### src/rtl/spi_mem_pkg.sv
// Shared definitions for the SPI command / memory arbitration controller:
// command encodings, the tx return FSM states and the requester identities.
package spi_mem_pkg;

    localparam logic [1:0] CMD_WR_ADDR = 2'b00;
    localparam logic [1:0] CMD_WR_DATA = 2'b01;
    localparam logic [1:0] CMD_RD_ADDR = 2'b10;
    localparam logic [1:0] CMD_RD_DATA = 2'b11;

    typedef enum logic [1:0] {
        TX_IDLE = 2'd0,
        TX_WAIT = 2'd1,
        TX_HOLD = 2'd2
    } tx_state_t;

    // Requester identity; the value doubles as the index into req/gnt vectors.
    typedef enum logic {
        REQ_SPI  = 1'b0,
        REQ_HOST = 1'b1
    } req_t;

endpackage

### src/rtl/mem_rr_arb.sv
// Two-requester round-robin arbiter. Bit 0 is the SPI slot, bit 1 the host.
// The grant is combinational so the winner reaches the memory in the same
// cycle; the remembered last winner only breaks ties.
module mem_rr_arb
    import spi_mem_pkg::*;
(
    input  logic       clk,
    input  logic       rst_n,
    input  logic [1:0] req,
    output logic [1:0] gnt
);

    req_t last_gnt_r;

    // Grant selection: a lone requester wins, a tie goes to the one not served last.
    always_comb begin
        gnt = 2'b00;
        case (req)
            2'b01:   gnt = 2'b01;
            2'b10:   gnt = 2'b10;
            2'b11:   gnt = (last_gnt_r == REQ_HOST) ? 2'b01 : 2'b10;
            default: gnt = 2'b00;
        endcase
    end

    // Remember the most recent winner; HOST after reset so SPI wins the first tie.
    always_ff @(posedge clk or negedge rst_n) begin
        if (!rst_n) begin
            last_gnt_r <= REQ_HOST;
        end else if (gnt[0]) begin
            last_gnt_r <= REQ_SPI;
        end else if (gnt[1]) begin
            last_gnt_r <= REQ_HOST;
        end else begin
            last_gnt_r <= last_gnt_r;
        end
    end

endmodule

### src/rtl/spi_mem_ctrl.sv
// SPI command controller: decodes the 10-bit SPI slave word stream into
// address/data commands with post-incrementing pointers, shares the single
// memory port with a host through a round-robin arbiter, and returns SPI
// read data over the tx_data/tx_valid handshake.
module spi_mem_ctrl
    import spi_mem_pkg::*;
#(
    parameter int ADDR_SIZE = 8,
    parameter int MEM_DEPTH = 256,
    parameter int DATA_W    = 8
) (
    input  logic                 clk,
    input  logic                 rst_n,
    input  logic [9:0]           rx_data,
    input  logic                 rx_valid,
    output logic [7:0]           tx_data,
    output logic                 tx_valid,
    input  logic                 host_req,
    input  logic                 host_we,
    input  logic [ADDR_SIZE-1:0] host_addr,
    input  logic [DATA_W-1:0]    host_wdata,
    output logic                 host_gnt,
    output logic [DATA_W-1:0]    host_rdata,
    output logic                 host_rvalid,
    output logic                 mem_en,
    output logic                 mem_we,
    output logic [ADDR_SIZE-1:0] mem_addr,
    output logic [DATA_W-1:0]    mem_wdata,
    input  logic [DATA_W-1:0]    mem_rdata,
    output logic                 err_ovf,
    output logic                 err_seq
);

    localparam logic [ADDR_SIZE-1:0] LAST_ADDR = ADDR_SIZE'(MEM_DEPTH - 1);
    localparam logic [ADDR_SIZE-1:0] ZERO_ADDR = {ADDR_SIZE{1'b0}};
    localparam logic [ADDR_SIZE-1:0] ONE_ADDR  = {{(ADDR_SIZE-1){1'b0}}, 1'b1};

    // Pointer advance with explicit wrap at the top of the memory.
    function automatic logic [ADDR_SIZE-1:0] ptr_inc(input logic [ADDR_SIZE-1:0] p);
        if (p == LAST_ADDR) begin
            return ZERO_ADDR;
        end else begin
            return p + ONE_ADDR;
        end
    endfunction

    logic                 rx_valid_q_r;
    logic                 rx_edge_s;
    logic [1:0]           cmd_s;
    logic [7:0]           payload_s;

    logic                 slot_valid_r;
    logic                 slot_we_r;
    logic [ADDR_SIZE-1:0] slot_addr_r;
    logic [DATA_W-1:0]    slot_data_r;

    logic [ADDR_SIZE-1:0] wr_ptr_r;
    logic [ADDR_SIZE-1:0] rd_ptr_r;
    logic                 rd_addr_seen_r;

    logic                 drop_s;
    logic                 load_s;
    logic                 seq_err_s;

    logic [1:0]           req_s;
    logic [1:0]           gnt_s;
    logic                 spi_gnt_s;
    logic                 host_rd_q_r;

    tx_state_t            tx_state_r;
    tx_state_t            tx_state_nxt_s;
    logic                 tx_valid_nxt_s;
    logic                 tx_load_s;

    assign rx_edge_s = rx_valid & ~rx_valid_q_r;
    assign cmd_s     = rx_data[9:8];
    assign payload_s = rx_data[7:0];

    // A level held on rx_valid must only be accepted once: remember last cycle's level.
    always_ff @(posedge clk or negedge rst_n) begin
        if (!rst_n) begin
            rx_valid_q_r <= 1'b0;
        end else begin
            rx_valid_q_r <= rx_valid;
        end
    end

    // Data-command acceptance: a slot still occupied (even if granted now) or a read still in flight drops the command.
    always_comb begin
        drop_s    = 1'b0;
        load_s    = 1'b0;
        seq_err_s = 1'b0;
        if (rx_edge_s && (cmd_s == CMD_WR_DATA)) begin
            drop_s = slot_valid_r;
            load_s = ~slot_valid_r;
        end else if (rx_edge_s && (cmd_s == CMD_RD_DATA)) begin
            drop_s    = slot_valid_r | (tx_state_r == TX_WAIT);
            load_s    = ~drop_s;
            seq_err_s = ~drop_s & ~rd_addr_seen_r;
        end else begin
            drop_s    = 1'b0;
            load_s    = 1'b0;
            seq_err_s = 1'b0;
        end
    end

    // Pending SPI access slot: loaded by an accepted data command, freed on its grant.
    always_ff @(posedge clk or negedge rst_n) begin
        if (!rst_n) begin
            slot_valid_r <= 1'b0;
            slot_we_r    <= 1'b0;
            slot_addr_r  <= ZERO_ADDR;
            slot_data_r  <= {DATA_W{1'b0}};
        end else if (load_s) begin
            slot_valid_r <= 1'b1;
            slot_we_r    <= (cmd_s == CMD_WR_DATA);
            slot_addr_r  <= (cmd_s == CMD_WR_DATA) ? wr_ptr_r : rd_ptr_r;
            slot_data_r  <= payload_s;
        end else if (spi_gnt_s) begin
            slot_valid_r <= 1'b0;
        end else begin
            slot_valid_r <= slot_valid_r;
        end
    end

    // Address pointers: an address command overrides a same-cycle post-increment.
    always_ff @(posedge clk or negedge rst_n) begin
        if (!rst_n) begin
            wr_ptr_r       <= ZERO_ADDR;
            rd_ptr_r       <= ZERO_ADDR;
            rd_addr_seen_r <= 1'b0;
        end else begin
            if (rx_edge_s && (cmd_s == CMD_WR_ADDR)) begin
                wr_ptr_r <= payload_s[ADDR_SIZE-1:0];
            end else if (spi_gnt_s && slot_we_r) begin
                wr_ptr_r <= ptr_inc(wr_ptr_r);
            end else begin
                wr_ptr_r <= wr_ptr_r;
            end
            if (rx_edge_s && (cmd_s == CMD_RD_ADDR)) begin
                rd_ptr_r       <= payload_s[ADDR_SIZE-1:0];
                rd_addr_seen_r <= 1'b1;
            end else if (spi_gnt_s && !slot_we_r) begin
                rd_ptr_r <= ptr_inc(rd_ptr_r);
            end else begin
                rd_ptr_r <= rd_ptr_r;
            end
        end
    end

    // The host request is masked in reset so no access can be strobed while rst_n is low.
    assign req_s     = {host_req & rst_n, slot_valid_r};
    assign spi_gnt_s = gnt_s[0];
    assign host_gnt  = gnt_s[1];

    mem_rr_arb u_arb (
        .clk   (clk),
        .rst_n (rst_n),
        .req   (req_s),
        .gnt   (gnt_s)
    );

    // Memory port mux: the winner drives the memory in its grant cycle.
    always_comb begin
        mem_en    = 1'b0;
        mem_we    = 1'b0;
        mem_addr  = ZERO_ADDR;
        mem_wdata = {DATA_W{1'b0}};
        if (gnt_s[0]) begin
            mem_en    = 1'b1;
            mem_we    = slot_we_r;
            mem_addr  = slot_addr_r;
            mem_wdata = slot_data_r;
        end else if (gnt_s[1]) begin
            mem_en    = 1'b1;
            mem_we    = host_we;
            mem_addr  = host_addr;
            mem_wdata = host_wdata;
        end else begin
            mem_en    = 1'b0;
        end
    end

    // Host read return: memory data is valid the cycle after the grant, registered out one cycle later.
    always_ff @(posedge clk or negedge rst_n) begin
        if (!rst_n) begin
            host_rd_q_r <= 1'b0;
            host_rvalid <= 1'b0;
            host_rdata  <= {DATA_W{1'b0}};
        end else begin
            host_rd_q_r <= gnt_s[1] & ~host_we;
            host_rvalid <= host_rd_q_r;
            if (host_rd_q_r) begin
                host_rdata <= mem_rdata;
            end else begin
                host_rdata <= host_rdata;
            end
        end
    end

    // tx return FSM: wait one cycle for read data, then hold it until the next command edge.
    always_comb begin
        tx_state_nxt_s = tx_state_r;
        tx_valid_nxt_s = tx_valid;
        tx_load_s      = 1'b0;
        case (tx_state_r)
            TX_IDLE: begin
                tx_valid_nxt_s = 1'b0;
                if (spi_gnt_s && !slot_we_r) begin
                    tx_state_nxt_s = TX_WAIT;
                end else begin
                    tx_state_nxt_s = TX_IDLE;
                end
            end
            TX_WAIT: begin
                tx_load_s      = 1'b1;
                tx_valid_nxt_s = 1'b1;
                tx_state_nxt_s = TX_HOLD;
            end
            TX_HOLD: begin
                if (rx_edge_s) begin
                    tx_valid_nxt_s = 1'b0;
                    tx_state_nxt_s = TX_IDLE;
                end else begin
                    tx_valid_nxt_s = 1'b1;
                    tx_state_nxt_s = TX_HOLD;
                end
            end
            default: begin
                tx_valid_nxt_s = 1'b0;
                tx_state_nxt_s = TX_IDLE;
            end
        endcase
    end

    // tx FSM state and registered tx outputs.
    always_ff @(posedge clk or negedge rst_n) begin
        if (!rst_n) begin
            tx_state_r <= TX_IDLE;
            tx_valid   <= 1'b0;
            tx_data    <= 8'h00;
        end else begin
            tx_state_r <= tx_state_nxt_s;
            tx_valid   <= tx_valid_nxt_s;
            if (tx_load_s) begin
                tx_data <= mem_rdata;
            end else begin
                tx_data <= tx_data;
            end
        end
    end

    // Error pulses appear the cycle after the offending command edge.
    always_ff @(posedge clk or negedge rst_n) begin
        if (!rst_n) begin
            err_ovf <= 1'b0;
            err_seq <= 1'b0;
        end else begin
            err_ovf <= drop_s;
            err_seq <= seq_err_s;
        end
    end

endmodule

### config.mk
export PLATFORM = sky130hd
export DESIGN_NAME = spi_mem_ctrl
export DESIGN_NICKNAME = d
export VERILOG_FILES = /design/src/rtl/spi_mem_pkg.sv /design/src/rtl/mem_rr_arb.sv /design/src/rtl/spi_mem_ctrl.sv
export SDC_FILE = /design/constraint.sdc
export NUM_CORES = 1
export LEC_CHECK = 0
export BUFFER_PORTS_ARGS = -buffer_cell sky130_fd_sc_hd__buf_2
export CORE_MARGIN = 4
export CORE_UTILIZATION = 34
export CTS_CLUSTER_DIAMETER = 80
export DETAILED_ROUTE_END_ITERATION = 12
export HOLD_SLACK_MARGIN = 0.02
export RECOVER_POWER = 25
export SYNTH_ARGS = -nofsm -noshare
export SYNTH_HDL_FRONTEND = slang
export SYNTH_SLANG_ARGS = --single-unit
### constraint.sdc
create_clock -name clk -period 3 [get_ports clk]
set_input_delay 0.6 -clock clk [delete_from_list [all_inputs] [get_ports clk]]
set_output_delay 0.6 -clock clk [all_outputs]
set_load 0.02 [all_outputs]
==> flow_summary.json <==
{
  "status": "finished clean",
  "synth_cell_types": 47,
  "synth_enable_flop_cells": 0,
  "starting_utilization_of_the_core_area": 0.356,
  "dieArea_um2": 10300,
  "final_core_utilization": 0.431,
  "pwr_density_cell_nw_per_um2": 700,
  "timing.final.setup_violations": 0,
  "cts.hold.buffers_added": 0,
  "drt_iter0_drc": 76,
  "grt_remaining_overflow": 0,
  "ios": 78,
  "setup-tns-final_ps": 0,
  "power_frac_comb": 0.264,
  "max-cap-violations": 0,
  "mappedNetlistNets": 311,
  "antenna_found_initial": 0,
  "final-max-slew-violation-count": 0,
  "clock_latency_ps": 330,
  "tritoncts": "yes",
  "maximum_buffer_depth_of_the_clock_tree": 2,
  "grt_usage": 0.142,
  "core-area_um2": 8380,
  "std_cell_rows": 33,
  "post_route_cells_drive_above_1_share": 0.352,
  "crit_buf_inv": 1,
  "ant_nets": 0,
  "worst_setup_path_start_kind": "register",
  "antenna_cells_inserted": 0,
  "drc_errors": 0,
  "number_of_buffers_added_by_the_clock_tree_synthesis_step": 9,
  "largest_voltage_drop_on_the_vdd_net_mv": 0.219,
  "grt_pass1_vias": 2187,
  "synth_sequential_area_ratio": 0.504,
  "cell_area_synth_um2": 2980,
  "root_buffer": "sky130_fd_sc_hd__clkbuf_8",
  "power.net_switching_uw": 851,
  "drt-vias-per-instance": 5.04,
  "cts.sinks": 60,
  "power.switching_fraction": 0.336,
  "grt_pass1_wl_um": 11200,
  "min_path_type": "in -> reg",
  "layout_nets": 389,
  "gr_met1_demand_resource": 0.196,
  "max_freq_mhz": 369,
  "filler_cell_count": 830,
  "wire_per_inst_um": 15.4,
  "post-dp-hpwl_um": 5150,
  "setup.worst_path.end_class": "output port",
  "worstPathArrival_ps": 2110,
  "primary_ff_master_synth": "sky130_fd_sc_hd__dfrtp_1",
  "place_worst_setup_slack_ps": 400,
  "synth.top_cells.by_area": "sky130_fd_sc_hd__dfrtp_1, sky130_fd_sc_hd__mux2_2, sky130_fd_sc_hd__a22o_1",
  "critical_setup_path_kind": "reg -> out",
  "postSynthCellCount": 266,
  "place.gp.congestion": 0.896,
  "critical_path.top_delay_family": "simple AND/OR/NAND/NOR gates",
  "wirelength_um": 6980,
  "grt_max_degree": 61,
  "count_of_instances_resized_after_the_clock_tree_is_built": 0,
  "synth.top_cell.area_share": 0.495,
  "fin_skew_ps": 8.79,
  "ys_async_sr_fraction": 1.00,
  "drt_pass1_iterations": 4,
  "dieHeight_um": 102,
  "crit_required_ps": 2400,
  "syn_to_final_growth_pct": 21.3,
  "globalRouteMet2Util": 0.215,
  "rsz0062_at_grt": "false",
  "route.vias.total": 2280,
  "port-buffer-count": 77,
  "max_slew_margin": 0.0224,
  "power_frac_seq": 0.478,
  "global_route.usage.met3": 0.0255,
  "clkSlewWorstSetupHoldPaths_ps": 60,
  "synth.ff_latch_count": 60,
  "synth-warning-count": 0,
  "power.internal_uw": 1680,
  "clkPwrFrac": 0.258,
  "grt.busiest_layer": "met2",
  "worst_path_largest_cell_delay_ps": 620,
  "critical_path.cell_chain": "nand3b_4 > and2_1 > a22o_1 > buf_2",
  "final_period_minus_worst_setup_slack_ps": 2710,
  "p_leak_uw": 0.00174,
  "layout_setup_ws_ps": 289,
  "hold_violations": 0,
  "worst_path_slowest_cell": "sky130_fd_sc_hd__dfstp_1",
  "die_width_um": 102,
  "postCtsSetupRepairBufs": 0,
  "synth_area_leader_cell": "sky130_fd_sc_hd__dfrtp_1",
  "cts_max_level": 3,
  "post-route-period-util": 0.904,
  "avgSynthCellArea_um2": 11.2,
  "worstPathMaxFanout": 16,
  "worst_pin_slew_ps": 1470
}
==> layout by cell type, fill, tap and decap left out, drive strengths merged, types with 2 or more instances in the layout <==
cell type  instances
nand2             27
clkinv             2
inv                2
buf               79
nand3              5
nor2               9
a22o              16
dfrtp             59
o21ai             22
nand2b             4
a21oi             11
nor2b              2
nor4b              2
a21o               2
or3                2
ha                 6
nor3b              3
clkbuf            15
o31ai              3
and3               5
or4                2
or3b               2
mux2i             11
xor2               6
a31oi              4
nand4              6
and2               4
mux2              24
==> logic make-up after synthesis <==
logic type / synth area share
simple gates: 0.159
compound gates: 0.134
flops: 0.504
mux: 0.128
buf+inv: 0.0327
xor+xnor: 0.0176
fa+ha+maj: 0.0252
==> sequential cells by signal, summed over array words and instances, names as in the netlist <==
name / flops
rd_addr_seen_r: 1
slot_addr_r: 8
wr_ptr_r: 8
slot_valid_r: 1
slot_we_r: 1
rd_ptr_r: 8
slot_data_r: 8
u_arb.last_gnt_r: 1
tx_state_r: 2
host_rd_q_r: 1
host_rdata: 8
tx_data: 8
err_ovf: 1
tx_valid: 1
err_seq: 1
rx_valid_q_r: 1
host_rvalid: 1
==> metrics by stage <==
step	cell area [um2]	hold slack, ps	instances	power (uW)
after floorplan	2980	304	266	1640
after global placement	3450	410	438	1880
after detailed placement	3450	432	438	1900
after CTS	3620	395	452	2560
after global routing	3620	415	452	2700
final	3620	423	452	2530
==> power by group through the flow <==
stage,logic [uW],registers (uW),clock network [uW]
finish,668,1210,653
global route,742,1240,714
CTS,679,1210,678
detailed placement,676,1220,0
global placement,665,1220,0
floorplan,370,1270,0
==> path summary, 6_finish.rpt <==
| kind | startpoint | to | slack (ps) | depth (start not counted) |
|---|---|---|---|---|
| min reg2reg | rd_addr_seen_r$_DFFE_PN0P_ | err_seq$_DFF_PN0_ | 430 | 1 |
| max | u_arb.last_gnt_r$_DFFE_PN1P_ | mem_wdata[5] | 290 | 4 |
| max in group asynchronous | rst_n | slot_data_r[2]$_DFFE_PN0P_ | 1260 | 2 |
| max reg2reg | tx_state_r[1]$_DFF_PN0_ | slot_data_r[2]$_DFFE_PN0P_ | 830 | 4 |
| min | rx_valid | rx_valid_q_r$_DFF_PN0_ | 420 | 1 |
| min in group asynchronous | rst_n | tx_state_r[1]$_DFF_PN0_ | 840 | 2 |
==> final cells by class <==
class / instances / area [um2] / area share
inverter: 2 / 7.51 / 0.00208
clock inverter: 2 / 10.0 / 0.00277
multi-input combinational: 189 / 1380 / 0.382
sequential: 60 / 1500 / 0.416
tap: 105 / 131 / 0.0363
timing repair buffer: 82 / 418 / 0.116
clock buffer: 12 / 165 / 0.0457
==> synthesized netlist by cell type (all sizes together) (6+ instances only) <==
library cell and number:
ha 6, clkbuf 7, nor2 9, xor2 6, o21ai 22, buf 8, mux2 24, a22o 16
nand4 6, nand2 27, dfrtp 59, a21oi 11, mux2i 11
==> metal layers <==
metal,vias to the layer above,part of all wire
met4,0,0.016
met3,8,0.055
li1,1129,-
met1,1073,0.47
met2,70,0.46
met5,-,0
Note: power is estimated with default switching activity, not from simulation.
